File: src/rtl/icache_responder.sv
// Direct-mapped read-only instruction cache with zero-latency hits and a ready/valid line fill.
// Optional ICACHE_PERF_COUNTERS_EN adds hit/miss counters.

module icache_line #(
  parameter int TAG_W      = 26,
  parameter int LINE_WORDS = 4
) (
  input  logic                        clk,
  input  logic                        reset,
  input  logic                        wr_en,
  input  logic [TAG_W-1:0]            wr_tag,
  input  logic [LINE_WORDS-1:0][31:0] wr_data,
  output logic                        vld,
  output logic [TAG_W-1:0]            tag,
  output logic [LINE_WORDS-1:0][31:0] data
);
  logic                        vld_q, vld_d;
  logic [TAG_W-1:0]            tag_q, tag_d;
  logic [LINE_WORDS-1:0][31:0] data_q, data_d;

  always_comb begin
    vld_d  = vld_q;
    tag_d  = tag_q;
    data_d = data_q;
    if (wr_en) begin
      vld_d  = 1'b1;
      tag_d  = wr_tag;
      data_d = wr_data;
    end
  end

  always_ff @(posedge clk or negedge reset) begin
    if (!reset) vld_q <= 1'b0;
    else        vld_q <= vld_d;
  end

  // Tag and data are only meaningful behind vld_q, so they carry no reset.
  always_ff @(posedge clk) begin
    tag_q  <= tag_d;
    data_q <= data_d;
  end

  assign vld  = vld_q;
  assign tag  = tag_q;
  assign data = data_q;
endmodule

module icache_responder #(
  parameter int LINE_WORDS = 4,
  parameter int NUM_SETS   = 16
) (
  input  logic                      clk,
  input  logic                      reset,
  input  logic                      is_input_valid,
  input  logic [31:0]               addr,
  output logic                      is_ready,
  output logic                      is_output_valid,
  output logic [31:0]               dout,
  output logic                      is_hit,
  output logic                      is_not_cache_stall,
  input  logic                      mem_is_ready,
  output logic                      mem_read,
  output logic [31:0]               mem_addr,
  input  logic                      mem_output_valid,
`ifdef ICACHE_PERF_COUNTERS_EN
  input  logic [32*LINE_WORDS-1:0]  mem_dout,
  output logic [31:0]               hit_count,
  output logic [31:0]               miss_count
`else
  input  logic [32*LINE_WORDS-1:0]  mem_dout
`endif
);
  localparam int WSEL_W = $clog2(LINE_WORDS);
  localparam int OFS_W  = WSEL_W + 2;
  localparam int IDX_W  = $clog2(NUM_SETS);
  localparam int TAG_W  = 32 - IDX_W - OFS_W;

  typedef enum logic [1:0] {S_IDLE, S_REQ, S_WAIT} state_e;

  state_e      state_q, state_d;
  logic [31:0] fill_addr_q, fill_addr_d;

  logic [NUM_SETS-1:0]                        set_vld;
  logic [NUM_SETS-1:0][TAG_W-1:0]             set_tag;
  logic [NUM_SETS-1:0][LINE_WORDS-1:0][31:0]  set_data;

  logic [IDX_W-1:0]  req_idx, fill_idx;
  logic [TAG_W-1:0]  req_tag, fill_tag;
  logic [WSEL_W-1:0] req_wsel;
  logic              lookup_hit;
  logic              fill_we;
  logic              hit_evt, miss_evt;
  logic              unused_addr_lo;

  assign req_idx        = addr[OFS_W+IDX_W-1:OFS_W];
  assign req_tag        = addr[31:OFS_W+IDX_W];
  assign req_wsel       = addr[OFS_W-1:2];
  assign unused_addr_lo = ^addr[1:0];
  assign fill_idx       = fill_addr_q[OFS_W+IDX_W-1:OFS_W];
  assign fill_tag       = fill_addr_q[31:OFS_W+IDX_W];
  assign lookup_hit     = set_vld[req_idx] && (set_tag[req_idx] == req_tag);
  assign mem_addr       = fill_addr_q;

  for (genvar i = 0; i < NUM_SETS; i++) begin : g_set
    icache_line #(.TAG_W(TAG_W), .LINE_WORDS(LINE_WORDS)) u_line (
      .clk     (clk),
      .reset   (reset),
      .wr_en   (fill_we && (fill_idx == IDX_W'(i))),
      .wr_tag  (fill_tag),
      .wr_data (mem_dout),
      .vld     (set_vld[i]),
      .tag     (set_tag[i]),
      .data    (set_data[i])
    );
  end

  always_comb begin
    state_d            = state_q;
    fill_addr_d        = fill_addr_q;
    is_ready           = 1'b0;
    is_output_valid    = 1'b0;
    is_hit             = 1'b0;
    dout               = 32'h0;
    is_not_cache_stall = 1'b1;
    mem_read           = 1'b0;
    fill_we            = 1'b0;
    hit_evt            = 1'b0;
    miss_evt           = 1'b0;
    case (state_q)
      S_IDLE: begin
        is_ready = 1'b1;
        if (is_input_valid) begin
          if (lookup_hit) begin
            is_hit          = 1'b1;
            is_output_valid = 1'b1;
            dout            = set_data[req_idx][req_wsel];
            hit_evt         = 1'b1;
          end else begin
            // Stall in the detect cycle so the PC holds the missing address.
            is_not_cache_stall = 1'b0;
            fill_addr_d        = {addr[31:OFS_W], {OFS_W{1'b0}}};
            miss_evt           = 1'b1;
            state_d            = S_REQ;
          end
        end
      end
      S_REQ: begin
        is_not_cache_stall = 1'b0;
        mem_read           = 1'b1;
        if (mem_is_ready) state_d = S_WAIT;
      end
      S_WAIT: begin
        is_not_cache_stall = 1'b0;
        if (mem_output_valid) begin
          fill_we = 1'b1;
          state_d = S_IDLE;
        end
      end
      default: state_d = S_IDLE;
    endcase
  end

  always_ff @(posedge clk or negedge reset) begin
    if (!reset) begin
      state_q     <= S_IDLE;
      fill_addr_q <= 32'h0;
    end else begin
      state_q     <= state_d;
      fill_addr_q <= fill_addr_d;
    end
  end

`ifdef ICACHE_PERF_COUNTERS_EN
  logic [31:0] hit_cnt_q, hit_cnt_d, miss_cnt_q, miss_cnt_d;

  always_comb begin
    hit_cnt_d  = hit_cnt_q + {31'h0, hit_evt};
    miss_cnt_d = miss_cnt_q + {31'h0, miss_evt};
  end

  always_ff @(posedge clk or negedge reset) begin
    if (!reset) begin
      hit_cnt_q  <= 32'h0;
      miss_cnt_q <= 32'h0;
    end else begin
      hit_cnt_q  <= hit_cnt_d;
      miss_cnt_q <= miss_cnt_d;
    end
  end

  assign hit_count  = hit_cnt_q;
  assign miss_count = miss_cnt_q;
`else
  logic unused_evt;
  assign unused_evt = hit_evt ^ miss_evt;
`endif
endmodule

File: config.mk
export PLATFORM = sky130hd
export DESIGN_NAME = icache_responder
export DESIGN_NICKNAME = d
export VERILOG_FILES = /design/src/rtl/icache_responder.sv
export SDC_FILE = /design/constraint.sdc
export NUM_CORES = 2
export LEC_CHECK = 0
export CAP_MARGIN = 20
export CORE_MARGIN = 1.5
export CORE_UTILIZATION = 35
export CTS_CLUSTER_DIAMETER = 150
export DETAILED_ROUTE_END_ITERATION = 10
export GPL_TIMING_DRIVEN = 0
export PLACE_DENSITY = 0.55
export SYNTH_ARGS = -nofsm -noshare
export SYNTH_HDL_FRONTEND = slang
export SYNTH_SLANG_ARGS = --single-unit
File: constraint.sdc
create_clock -name clk -period 18.95 [get_ports clk]
set_clock_uncertainty 0.1 [all_clocks]
set_input_delay 1.895 -clock clk [delete_from_list [all_inputs] [get_ports clk]]
set_output_delay 1.895 -clock clk [all_outputs]
set_load 0.01 [all_outputs]
==> results by group <==
Setup path
  • CP max stage delay: 910 ps
  • CP required: 16950 ps
  • Crit-path cells: buf_2 > buf_4 > buf_2 > buf_2 > buf_1 > clkbuf_1 > mux4_2 > mux4_2 > mux4_2 > nor2b_1 > clkdlybuf4s50_1
  • Critical Path End Type: output pin
  • Delay-heaviest family, CP: buffers and inverters
  • Crit Path Max Fanout: 10
  • CP max stage cell: clkbuf_1
  • CP startpoint kind: input pin
  • Kind of critical path: input pin to output pin
  • Crit path buffers/inverters: 7
  • Worst endpoint data arrival time: 7570 ps

Floorplan
  • Starting Density: 35.26%
  • Die X-Extent: 523.0 microns
  • Core area: 268400 sq um
  • DIE AREA: 273500 sq um
  • IO Pins: 234
  • Cell Rows: 190
  • Die height: 523.0 microns

Power
  • Pwr per Cell Area: 109.6 nW/um^2
  • Sw power: 2830 uW
  • Switching share of power: 22.74%
  • Register share of total power: 52.3%
  • Internal power: 9614 uW
  • Clock Power Share: 39.7%
  • Combinational Power Share: 8.0%
  • Peak supply drop: 0.00008501 V
  • LEAKAGE: 0.03545 uW
  • Tot Pwr: 12440 uW

Hold path
  • Hold WC Path Type: register to register

Clock network
  • Sink Count: 2478
  • CTS tree: done
  • Worst-skew pair later-pin latency: 840 ps
  • CTS root buffer: clkbuf_16
  • Hold-fix buffers, CTS: 0
  • Num CTS Buffers: 268
  • H-tree depth: 5
  • Reg clk slew, reported paths: 60 ps
  • Setup bufs post-CTS: 0
  • Maximum clock path buffer count: 4
  • PostCTS Resize Cnt: 0

Finish
  • Nets: 4637
  • FILL cells: 22760
  • Final instance area: 113500 sq um
  • P&R area growth vs syn: 19.94%
  • Layout cells sized above 1: 32.59%

Run status
  • Outcome: completed

Global route
  • Total track usage: 19.03%
  • Number of global-route vias before repair: 45470
  • First-pass GRT wire length: 363400 microns
  • Pin count of the biggest net entering global routing: 27
  • Antenna violations before repair: 76
  • Global route overflow: 0

Synth
  • Primary FF master, synth: edfxtp_1
  • Top cells by count, synth: edfxtp_1 (2432), mux4_2 (757), clkbuf_1 (88)
  • Top cells by area, synth: edfxtp_1 (77%), mux4_2 (18%), dfrtp_1 (1.2%)
  • Avg Cell Area, Syn: 25.30 sq um
  • Async SR Flop Fraction: 1.856%
  • Post-Syn Area: 94630 sq um
  • Synth area leader: edfxtp_1
  • Register area share after synthesis: 78.39%
  • Yosys cell types: 53
  • Seq cells post-synth: 2478
  • Most numerous cell in the Yosys netlist: edfxtp_1
  • Synth warn: 0
  • Post-synth EDFFs: 2432
  • Top cell type's share of synthesized area: 77.17%
  • Synthesized instance count: 3741

Timing
  • # setup viols final: 0
  • Hold Vio Cnt, Final: 0
  • Setup WS post-layout: 9383 ps
  • Relative slew margins: 23.68%
  • Setup TNS: 0 ps
  • Final period utilization: 50.49%
  • Tightest Pin Transition: 1145 ps
  • Slew Viols, Final: 0
  • Minimum clock period: 9567 ps
  • Max Freq: 104.5 MHz
  • RSZ-0062 raised after global routing: no

Detailed routing
  • Drt wl/cell: 31.64 microns
  • Total number of vias: 44470
  • Initial DRC count: 5138
  • Antenna-violating nets left: 0
  • Final wirelength: 260500 microns
  • Drt first pass iters: 5
  • Vias/cell: 5.402
  • DRC: 0

Place
  • Routability Congestion: 0.7513
  • Place WS: 9144 ps
  • Area post-placement: 105200 sq um
  • PortBufs: 221
  • HPWL after detailed placement: 177500 microns

Job
  • Max-cap violations: 0
registers in the layout, summed over array words and instances (netlist names):
register	cells
g_set.u_line.tag	384
g_set.u_line.data	2048
g_set.u_line.vld	16
state_q	2
mem_addr	28
cell usage in the layout, fill, tap and decap left out, types with 5 or more instances in the layout:
cell / count
clkbuf_16: 278
inv_6: 8
nand2_1: 10
nor2_4: 12
o22ai_1: 6
clkinvlp_4: 8
clkbuf_1: 149
mux2_2: 33
buf_1: 9
buf_8: 48
buf_12: 83
clkinv_1: 51
or2_2: 17
or3_1: 6
dfrtp_1: 46
bufinv_16: 11
mux2i_1: 55
nand4_1: 5
mux4_2: 757
buf_4: 18
diode_2: 17
nand2b_1: 5
edfxtp_1: 2432
mux2_4: 8
o21ai_0: 7
nor2_1: 10
xor2_1: 14
buf_6: 83
xnor2_1: 26
clkdlybuf4s50_1: 220
nor2b_1: 39
inv_1: 7
buf_16: 23
clkinv_2: 38
buf_2: 78
cells by family (layout without fill, tap and decap cells):
group                    count (synthesis)  count (layout)  share of synthesized area [%]
flip-flops                            2478            2478                          78.39
multiplexers                           853             853                          19.12
buffers and inverters                  202            1122                          1.013
AND/OR/NAND/NOR                        119             119                         0.6955
AO/OA/AOI/OAI                           45              45                         0.3702
XOR/XNOR                                40              40                         0.3702
adder cells (fa/ha/maj)                  3               3                        0.03967
other                                    1              21                       0.003963
through the flow:
stage / hold WS [ps] / instances / utilization (%)
floorplan: 333.7 / 3744 / -
global placement: 347.7 / 7517 / 37.74
detailed placement: 348.9 / 7745 / 39.20
CTS: 367.7 / 8210 / 42.24
global route: 379.9 / 8223 / 42.28
finish: 365.2 / 8233 / 42.29
worst paths after layout:
check                           cells past startpoint                             start                             endpoint  slack (ps)
worst max-delay path                               11                           addr[5]                             dout[19]        9380
worst max register to register                     12            state_q[0]$_DFFE_PN0P_  g_set[2].u_line.data[120]$_DFFE_PP_       14890
worst min-delay path                                1  g_set[11].u_line.vld$_DFFE_PN0P_     g_set[11].u_line.vld$_DFFE_PN0P_         370
min in group asynchronous                           1                             reset             mem_addr[17]$_DFFE_PN0P_         940
worst min register to register                      1  g_set[11].u_line.vld$_DFFE_PN0P_     g_set[11].u_line.vld$_DFFE_PN0P_         370
max in group asynchronous                           2                             reset              mem_addr[7]$_DFFE_PN0P_       17190
routing by layer:
| metal | vias to the layer above | GRT usage [%] | wire (microns) |
|---|---|---|---|
| met4 | 42 | 5.087 | 6751 |
| li1 | 17800 | - | - |
| met2 | 1622 | 31.25 | 127500 |
| met5 | - | 0 | 237 |
| met3 | 440 | 3.574 | 18260 |
| met1 | 24570 | 26.01 | 107700 |
area by class of cell:
cell class | count | area [sq um] | area share [%]
Antenna cell | 17 | 42.54 | 0.03748
Multi-Input combinational cell | 1064 | 19610 | 17.28
Clock buffer | 342 | 7207 | 6.350
Timing Repair Buffer | 455 | 6103 | 5.377
Buffer | 195 | 940.9 | 0.8290
Tap cell | 3552 | 4444 | 3.916
Sequential cell | 2478 | 74180 | 65.36
Clock inverter | 123 | 939.7 | 0.8279
Inverter | 7 | 26.28 | 0.02315
power groups by stage:
stage / clock network [uW] / logic, uW / registers, uW
floorplan: 0 / 470 / 6600
global placement: 0 / 920 / 6700
detailed placement: 0 / 1010 / 6620
CTS: 5050 / 1010 / 6510
global route: 5240 / 1050 / 6530
finish: 4940 / 996 / 6510
No activity file was read; power rests on OpenSTA's default activity.
